--- src/rtl/cpu_w_context_stack.sv ---
// Working register W plus Z/DC/C flags, with a DEPTH-entry shadow stack
// that saves and restores the {flags, W} context around interrupts.
module cpu_w_context_stack #(
    parameter int WIDTH = 8,
    parameter int DEPTH = 2,
    parameter int WRAP  = 0
) (
    input  logic                         clk,
    input  logic                         rst,
    input  logic                         load_w,
    input  logic [WIDTH-1:0]             alu_to_w,
    input  logic                         load_flags,
    input  logic [2:0]                   flags_in,
    input  logic                         push,
    input  logic                         pop,
    input  logic                         clr_err,
    output logic [WIDTH-1:0]             w_accumulator_out,
    output logic [2:0]                   flags_out,
    output logic [$clog2(DEPTH+1)-1:0]   stack_count,
    output logic                         stack_full,
    output logic                         stack_empty,
    output logic                         overflow,
    output logic                         underflow
);
    localparam int CW  = $clog2(DEPTH+1);
    localparam int CTX = WIDTH + 3;

    logic [WIDTH-1:0] w_q, w_d;
    logic [2:0]       flags_q, flags_d;
    logic [CW-1:0]    count_q, count_d;
    logic             ovf_q, ovf_d;
    logic             unf_q, unf_d;
    logic [CTX-1:0]   stk_q [DEPTH];
    logic [CTX-1:0]   stk_d [DEPTH];

    logic [CTX-1:0]   ctx;
    logic [CTX-1:0]   top;
    logic             empty, full;
    logic             exch, do_pop, do_push;
    logic             ev_ovf, ev_unf;

    always_comb begin
        ctx   = {flags_q, w_q};
        empty = (count_q == '0);
        full  = (count_q == CW'(DEPTH));
        top   = '0;
        for (int i = 0; i < DEPTH; i++) begin
            if (CW'(i + 1) == count_q) top = stk_q[i];
        end

        exch    = push && pop && !empty;
        do_pop  = pop && !push && !empty;
        do_push = push && (!pop || empty);
        ev_ovf  = do_push && full;
        ev_unf  = pop && !push && empty;

        w_d     = w_q;
        flags_d = flags_q;
        count_d = count_q;
        stk_d   = stk_q;

        // A successful pop or exchange owns W/flags this cycle; loads are ignored
        if (exch || do_pop) begin
            {flags_d, w_d} = top;
        end else begin
            if (load_w)     w_d     = alu_to_w;
            if (load_flags) flags_d = flags_in;
        end

        if (exch) begin
            for (int i = 0; i < DEPTH; i++) begin
                if (CW'(i + 1) == count_q) stk_d[i] = ctx;
            end
        end

        if (do_pop) count_d = count_q - CW'(1);

        if (do_push && !full) begin
            for (int i = 0; i < DEPTH; i++) begin
                if (CW'(i) == count_q) stk_d[i] = ctx;
            end
            count_d = count_q + CW'(1);
        end

        // Wrapping push on a full stack: oldest entry (index 0) falls off the bottom
        if (ev_ovf && (WRAP != 0)) begin
            for (int i = 0; i < DEPTH - 1; i++) begin
                stk_d[i] = stk_q[i + 1];
            end
            stk_d[DEPTH-1] = ctx;
        end

        ovf_d = ev_ovf || (ovf_q && !clr_err);
        unf_d = ev_unf || (unf_q && !clr_err);
    end

    always_ff @(posedge clk or negedge rst) begin
        if (!rst) begin
            w_q     <= '0;
            flags_q <= 3'b000;
            count_q <= '0;
            ovf_q   <= 1'b0;
            unf_q   <= 1'b0;
        end else begin
            w_q     <= w_d;
            flags_q <= flags_d;
            count_q <= count_d;
            ovf_q   <= ovf_d;
            unf_q   <= unf_d;
        end
    end

    // Storage is not reset; the count alone decides which entries are valid
    always_ff @(posedge clk) begin
        stk_q <= stk_d;
    end

    assign w_accumulator_out = w_q;
    assign flags_out         = flags_q;
    assign stack_count       = count_q;
    assign stack_full        = (count_q == CW'(DEPTH));
    assign stack_empty       = (count_q == '0);
    assign overflow          = ovf_q;
    assign underflow         = unf_q;

endmodule

--- config.mk ---
export PLATFORM = sky130hd
export DESIGN_NAME = cpu_w_context_stack
export DESIGN_NICKNAME = d
export VERILOG_FILES = /design/src/rtl/cpu_w_context_stack.sv
export SDC_FILE = /design/constraint.sdc
export NUM_CORES = 1
export LEC_CHECK = 0
export BUFFER_PORTS_ARGS = -buffer_cell sky130_fd_sc_hd__buf_2
export CORE_MARGIN = 1.5
export CORE_UTILIZATION = 35
export DETAILED_ROUTE_END_ITERATION = 7
export GPL_TIMING_DRIVEN = 0
export PLACE_DENSITY = 0.61
export SYNTH_ARGS = -nofsm -noshare
export SYNTH_HDL_FRONTEND = slang
export SYNTH_SLANG_ARGS = --single-unit
--- constraint.sdc ---
create_clock -name clk -period 2.9 [get_ports clk]
set_clock_uncertainty 0.15 [all_clocks]
set_input_delay 0.145 -clock clk [delete_from_list [all_inputs] [get_ports clk]]
set_output_delay 0.145 -clock clk [all_outputs]
set_load 0.03 [all_outputs]
# [Yosys cells after proc, flatten, opt, wreduce, memory -nomap -nowiden]
# Cells that the tools add are included.
[op_classes] add_sub_neg=2 n_mul=0 div_mod_pow=0 n_lt_le_gt_ge=0 eq_ne=3 n_shift=0 n_mux=14 n_bitwise=0 reduce_logical=23
[ops] operator="$mux 11" count=6
[ops] operator="$mux 22" count=2
[ops] operator="$mux 8" count=2
[ops] operator="$logic_and 1x1->1" count=10
[ops] operator="$mux 3" count=2
[ops] operator="$reduce_bool 2->1" count=3
[ops] operator="$logic_not 1->1" count=5
[ops] operator="$logic_or 1x1->1" count=4
[ops] operator="$mux 2" count=2
[ops] operator="$add 2x1->2 const B" count=1
[ops] operator="$eq 1x2->1 const A" count=1
[ops] operator="$eq 2x2->1 const A" count=1
[ops] operator="$eq 2x2->1 const B" count=1
[ops] operator="$logic_not 2->1" count=1
[ops] operator="$sub 2x1->2 const B" count=1
[word_totals] regBits=37 latch_bits=0 mem_bits_rw=0 rom_bits=0 output_inout_bits=17 n_memories=0

# [Logic depth before layout (Yosys ltp)]
[depth] depth_word=6 ltp_mapped=7 depth_no_buf=5

# [Worst setup path after synthesis]
# Ideal clock, no wire load.
[synth_timing] path_kind="register -> register" from="register count_q[0] (netlist: stack_count[0])" to="register stk_q[11] in the netlist's numbering" setup_time_ns=0.121 arrival_ns=2.001 required_ns=2.629 path_slack_ns=0.629 stages_incl_launch_ff=7 n_path_buf=1 period_less_slack_ns=2.271 path_cell_list="dfrtp_1 > inv_1 > ha_1 > nand2b_1 > buf_6 > o21ai_4 > mux2_2"
[synth_rtl] item="start: declaration" line="30" text="logic [CW-1:0] count_q, count_d;"
[synth_rtl] item="start signal: assignment" line="107" text="count_q <= count_d;"
[synth_rtl] item="end signal: assignment" line="115" text="stk_q <= stk_d;"
[synth_rtl] item="end: declaration" line="33" text="logic [CTX-1:0] stk_q [DEPTH];"

==> implementation parameters <==
Parameter                              Value

Route
  Average wire length per cell after detail routing    approximately 15 microns
  Via count    roughly 1300
  Iteration-0 DRC count of the detailed router    between 90 and 100
  DRC violation count after routing    0
  Wirelength, routed    roughly 3800 microns
  Post-DRT Antenna Nets    0
  Vias per Instance    a little over 5
  TritonRoute pass-1 iters    6

Placed design
  Port-buffer cells    33
  RePlAce Congestion    0.7738
  HPWL Detailed    ~2500 microns

Finish
  Proportion of layout cells with a drive suffix above 1    0.3005
  Most used cells in the layout excluding fill and tap cells    buf_2 (39), nand2_1 (25), dfxtp_1 (22)
  Commonest non-fill, non-tap cell in the layout    buf_2
  Layout Area Growth over Synthesis    22.87%
  Final net count    224
  Filler Cells Inserted    ~450
  Antenna cells    0

Setup path
  Critical path data required time    2.93 ns
  Crit path launch type    register
  Biggest cell delay along the critical path    around 0.39 ns
  Launching instance or port of the critical path    stack_count[0]
  Critical register-to-register path endpoint    stk_q[19]
  Data arrival time of the worst path    about 2.1 ns
  Critical-path cell list    inv_1 -> ha_1 -> nand2b_1 -> buf_6 -> o21ai_4 -> mux2_2
  Reg2reg setup slack    a little over 0.8 ns
  Number of cells on the worst reg-to-reg path    6
  Worst Path Class, Setup    reg2reg
  Worst r2r src    stack_count[0]
  Crit-path max FO    10
  Critical-path cell with the highest stage delay    dfrtp_1
  Crit path capture type    register

Clock tree
  Longest Clk Path Bufs    2
  CTS HTree Levels    2
  CTS Sinks    37
  CTS tree    done
  Root buffer selected by CTS    clkbuf_8
  Register clock-pin slew on the reported worst setup and hold paths    0.08 ns
  CTS Buf Count    5
  Latest clock arrival within the worst-skew pair    0.29 ns

Synthesis
  Number of instances in the synthesized netlist    around 160
  Distinct cell type count after synthesis    25
  Post-synthesis instance area    0.001647 sq mm
  Average cell area after synthesis    between 10 and 15 sq um
  Sequential share of the synthesized area    0.4954
  Synthesized flop and latch total    37
  Synthesized netlist net count    roughly 180
  Total of warnings raised by yosys    0

Global route
  Antenna violations before repair    0
  Largest net degree at the start of global routing    16
  Overall Global Routing Usage    0.1635
  Vias in the first global route    1291
  Remaining Overflow, GRT    0
  Global-route wire length before repair    roughly 6400 microns

Status
  Run status    finished, final reports clean

Timing
  Final Slew Violations    0
  Final Hold Violating Endpoints    0
  Final setup violation count    0
  Final setup TNS    0 ns
  Worst slew margin    0.5378
  Time the final worst path needs with I/O delays and setup    between 2 and 2.5 ns
  Final period util    0.7207
  Unrepaired setup endpoints after global routing    no
  Max Clk Rate    478.5 MHz
  Worst Max-Slew Pin Slew    between 0.6 and 0.7 ns

Floorplan
  Floorplan Core Area    approximately 0.0044 sq mm
  DIE AREA    0.005125 sq mm
  Chip width    71.59 microns
  Number of top-level pins    35
  Die height    71.59 microns
  Effective utilization at floorplan    0.3705
  Number of placement rows    24

Min path
  Worst Hold Depth    3
  HP Start    alu_to_w[6]
  Min-Delay Path Class    in2reg
  Worst Hold Endpoint    w_accumulator_out[6]

Run
  Number of maximum-capacitance constraint violations    0

Power
  Power density of the placed cells    ~1200 mW/mm^2
  Total power    between 2000 and 2500 uW
  Power share of the combinational group    0.461
  LEAKAGE    0.0009245 uW
  Sequential power share    0.383
  Clk network pwr share    0.156
  Maximum ir drop on the vdd rail    between 0.4 and 0.5 mV
  Fraction of power spent switching nets    0.4231
  Internal Dissipation    about 1400 uW
  Reported net switching power    1039 uW
## worst max-delay path, delay by kind of cell (launching register included)
kind                       cells  cell delay (ns)
DFF                            1             0.39
muxes                          1             0.38
AOI/OAI and AO/OA              1             0.37
adders and majority gates      1             0.27
buffers and inverters          2             0.25
and+or+nand+nor                1             0.18
## power by group through the flow
stage | Combinational (uW) | Clock [uW] | Sequential (uW)
6_report | 1130 | 382 | 941
2_1_floorplan | 658 | 0 | 1120
3_3_place_gp | 1120 | 0 | 945
4_1_cts | 1140 | 391 | 941
3_5_place_dp | 1130 | 0 | 950
5_1_grt | 1240 | 412 | 982
## cell usage after synthesis
master,n,share of area
o21ai_4,1,0.0099
mux2i_1,13,0.079
mux2_2,12,0.082
buf_1,2,0.0046
nand3b_1,1,0.0046
inv_1,4,0.0091
nand2_1,25,0.057
a221oi_1,11,0.059
ha_1,4,0.030
buf_6,1,0.0068
nor3b_1,1,0.0046
clkbuf_1,3,0.0068
o21ai_0,2,0.0061
nand2b_1,2,0.0076
and2b_1,1,0.0046
nand3_1,1,0.0030
o211ai_1,2,0.0091
xnor2_1,1,0.0053
dfrtp_1,15,0.23
dfxtp_1,22,0.27
nand4b_1,2,0.011
nor2b_1,2,0.0076
a21oi_1,11,0.033
o22ai_1,12,0.046
buf_2,6,0.018
## what timing repair did
action                                 in CTS  in global routing
endpoints found under the hold margin      19                  0
hold buffers                                5                  0
setup buffers                               0                  0
gates resized for setup                     0                  0
## cell type report
| class | instances | area [sq um] | area share |
|---|---|---|---|
| repair buffers | 38 | 215.2 | 0.1064 |
| multi-input cells | 104 | 755.7 | 0.3735 |
| plain buffers | 12 | 60.06 | 0.02968 |
| flip-flops and latches | 37 | 815.8 | 0.4032 |
| clock inverters | 2 | 13.76 | 0.006803 |
| inverters | 4 | 15.01 | 0.007421 |
| clock buffers | 6 | 82.58 | 0.04082 |
| well taps | 52 | 65.06 | 0.03216 |
## through the flow
step | std cells | instance area, sq um | worst slack (ns) | utilization | hold slack (ns)
final | 255 | 2023 | 0.8101 | 0.4552 | 0.003930
after global routing | 255 | 2023 | 0.6470 | 0.4552 | 0.005900
after CTS | 255 | 2023 | 0.7948 | 0.4552 | 0.0009434
after detailed placement | 242 | 1877 | 0.8117 | 0.4223 | -0.05758
after global placement | 242 | 1877 | 0.8065 | 0.4223 | -0.06257
after floorplan | 157 | 1647 | 0.6286 | - | -0.3006
## worst max-delay path by stage
stage / end / cells after the start
after floorplan: stk_q[11] / 6
after global placement: stk_q[15] / 6
after detailed placement: stk_q[14] / 6
after CTS: stk_q[19] / 6
after global routing: stk_q[19] / 6
final: stk_q[19] / 6
## per-layer routing
layer / global-route usage / up-vias / share of wire
li1: - / 661 / -
met1: 0.2185 / 606 / 0.50
met2: 0.2565 / 28 / 0.47
met3: 0.03797 / 3 / 0.030
met4: 0.06709 / 0 / 0.0066
met5: 0 / - / 0
## sequential cells by signal (all words and copies together), names as in the netlist
register / cells
stack_count: 2
overflow: 1
underflow: 1
stk_q: 22
flags_out: 3
w_accumulator_out: 8
## cells by family after synthesis
group,Yosys count,synth area share
simple gates,35,0.09955
xor+xnor,1,0.005320
fa+ha+maj,4,0.03040
flops,37,0.4954
compound gates,39,0.1626
mux,25,0.1611
buf+inv,16,0.04559
(Power assumes the default switching activity.)
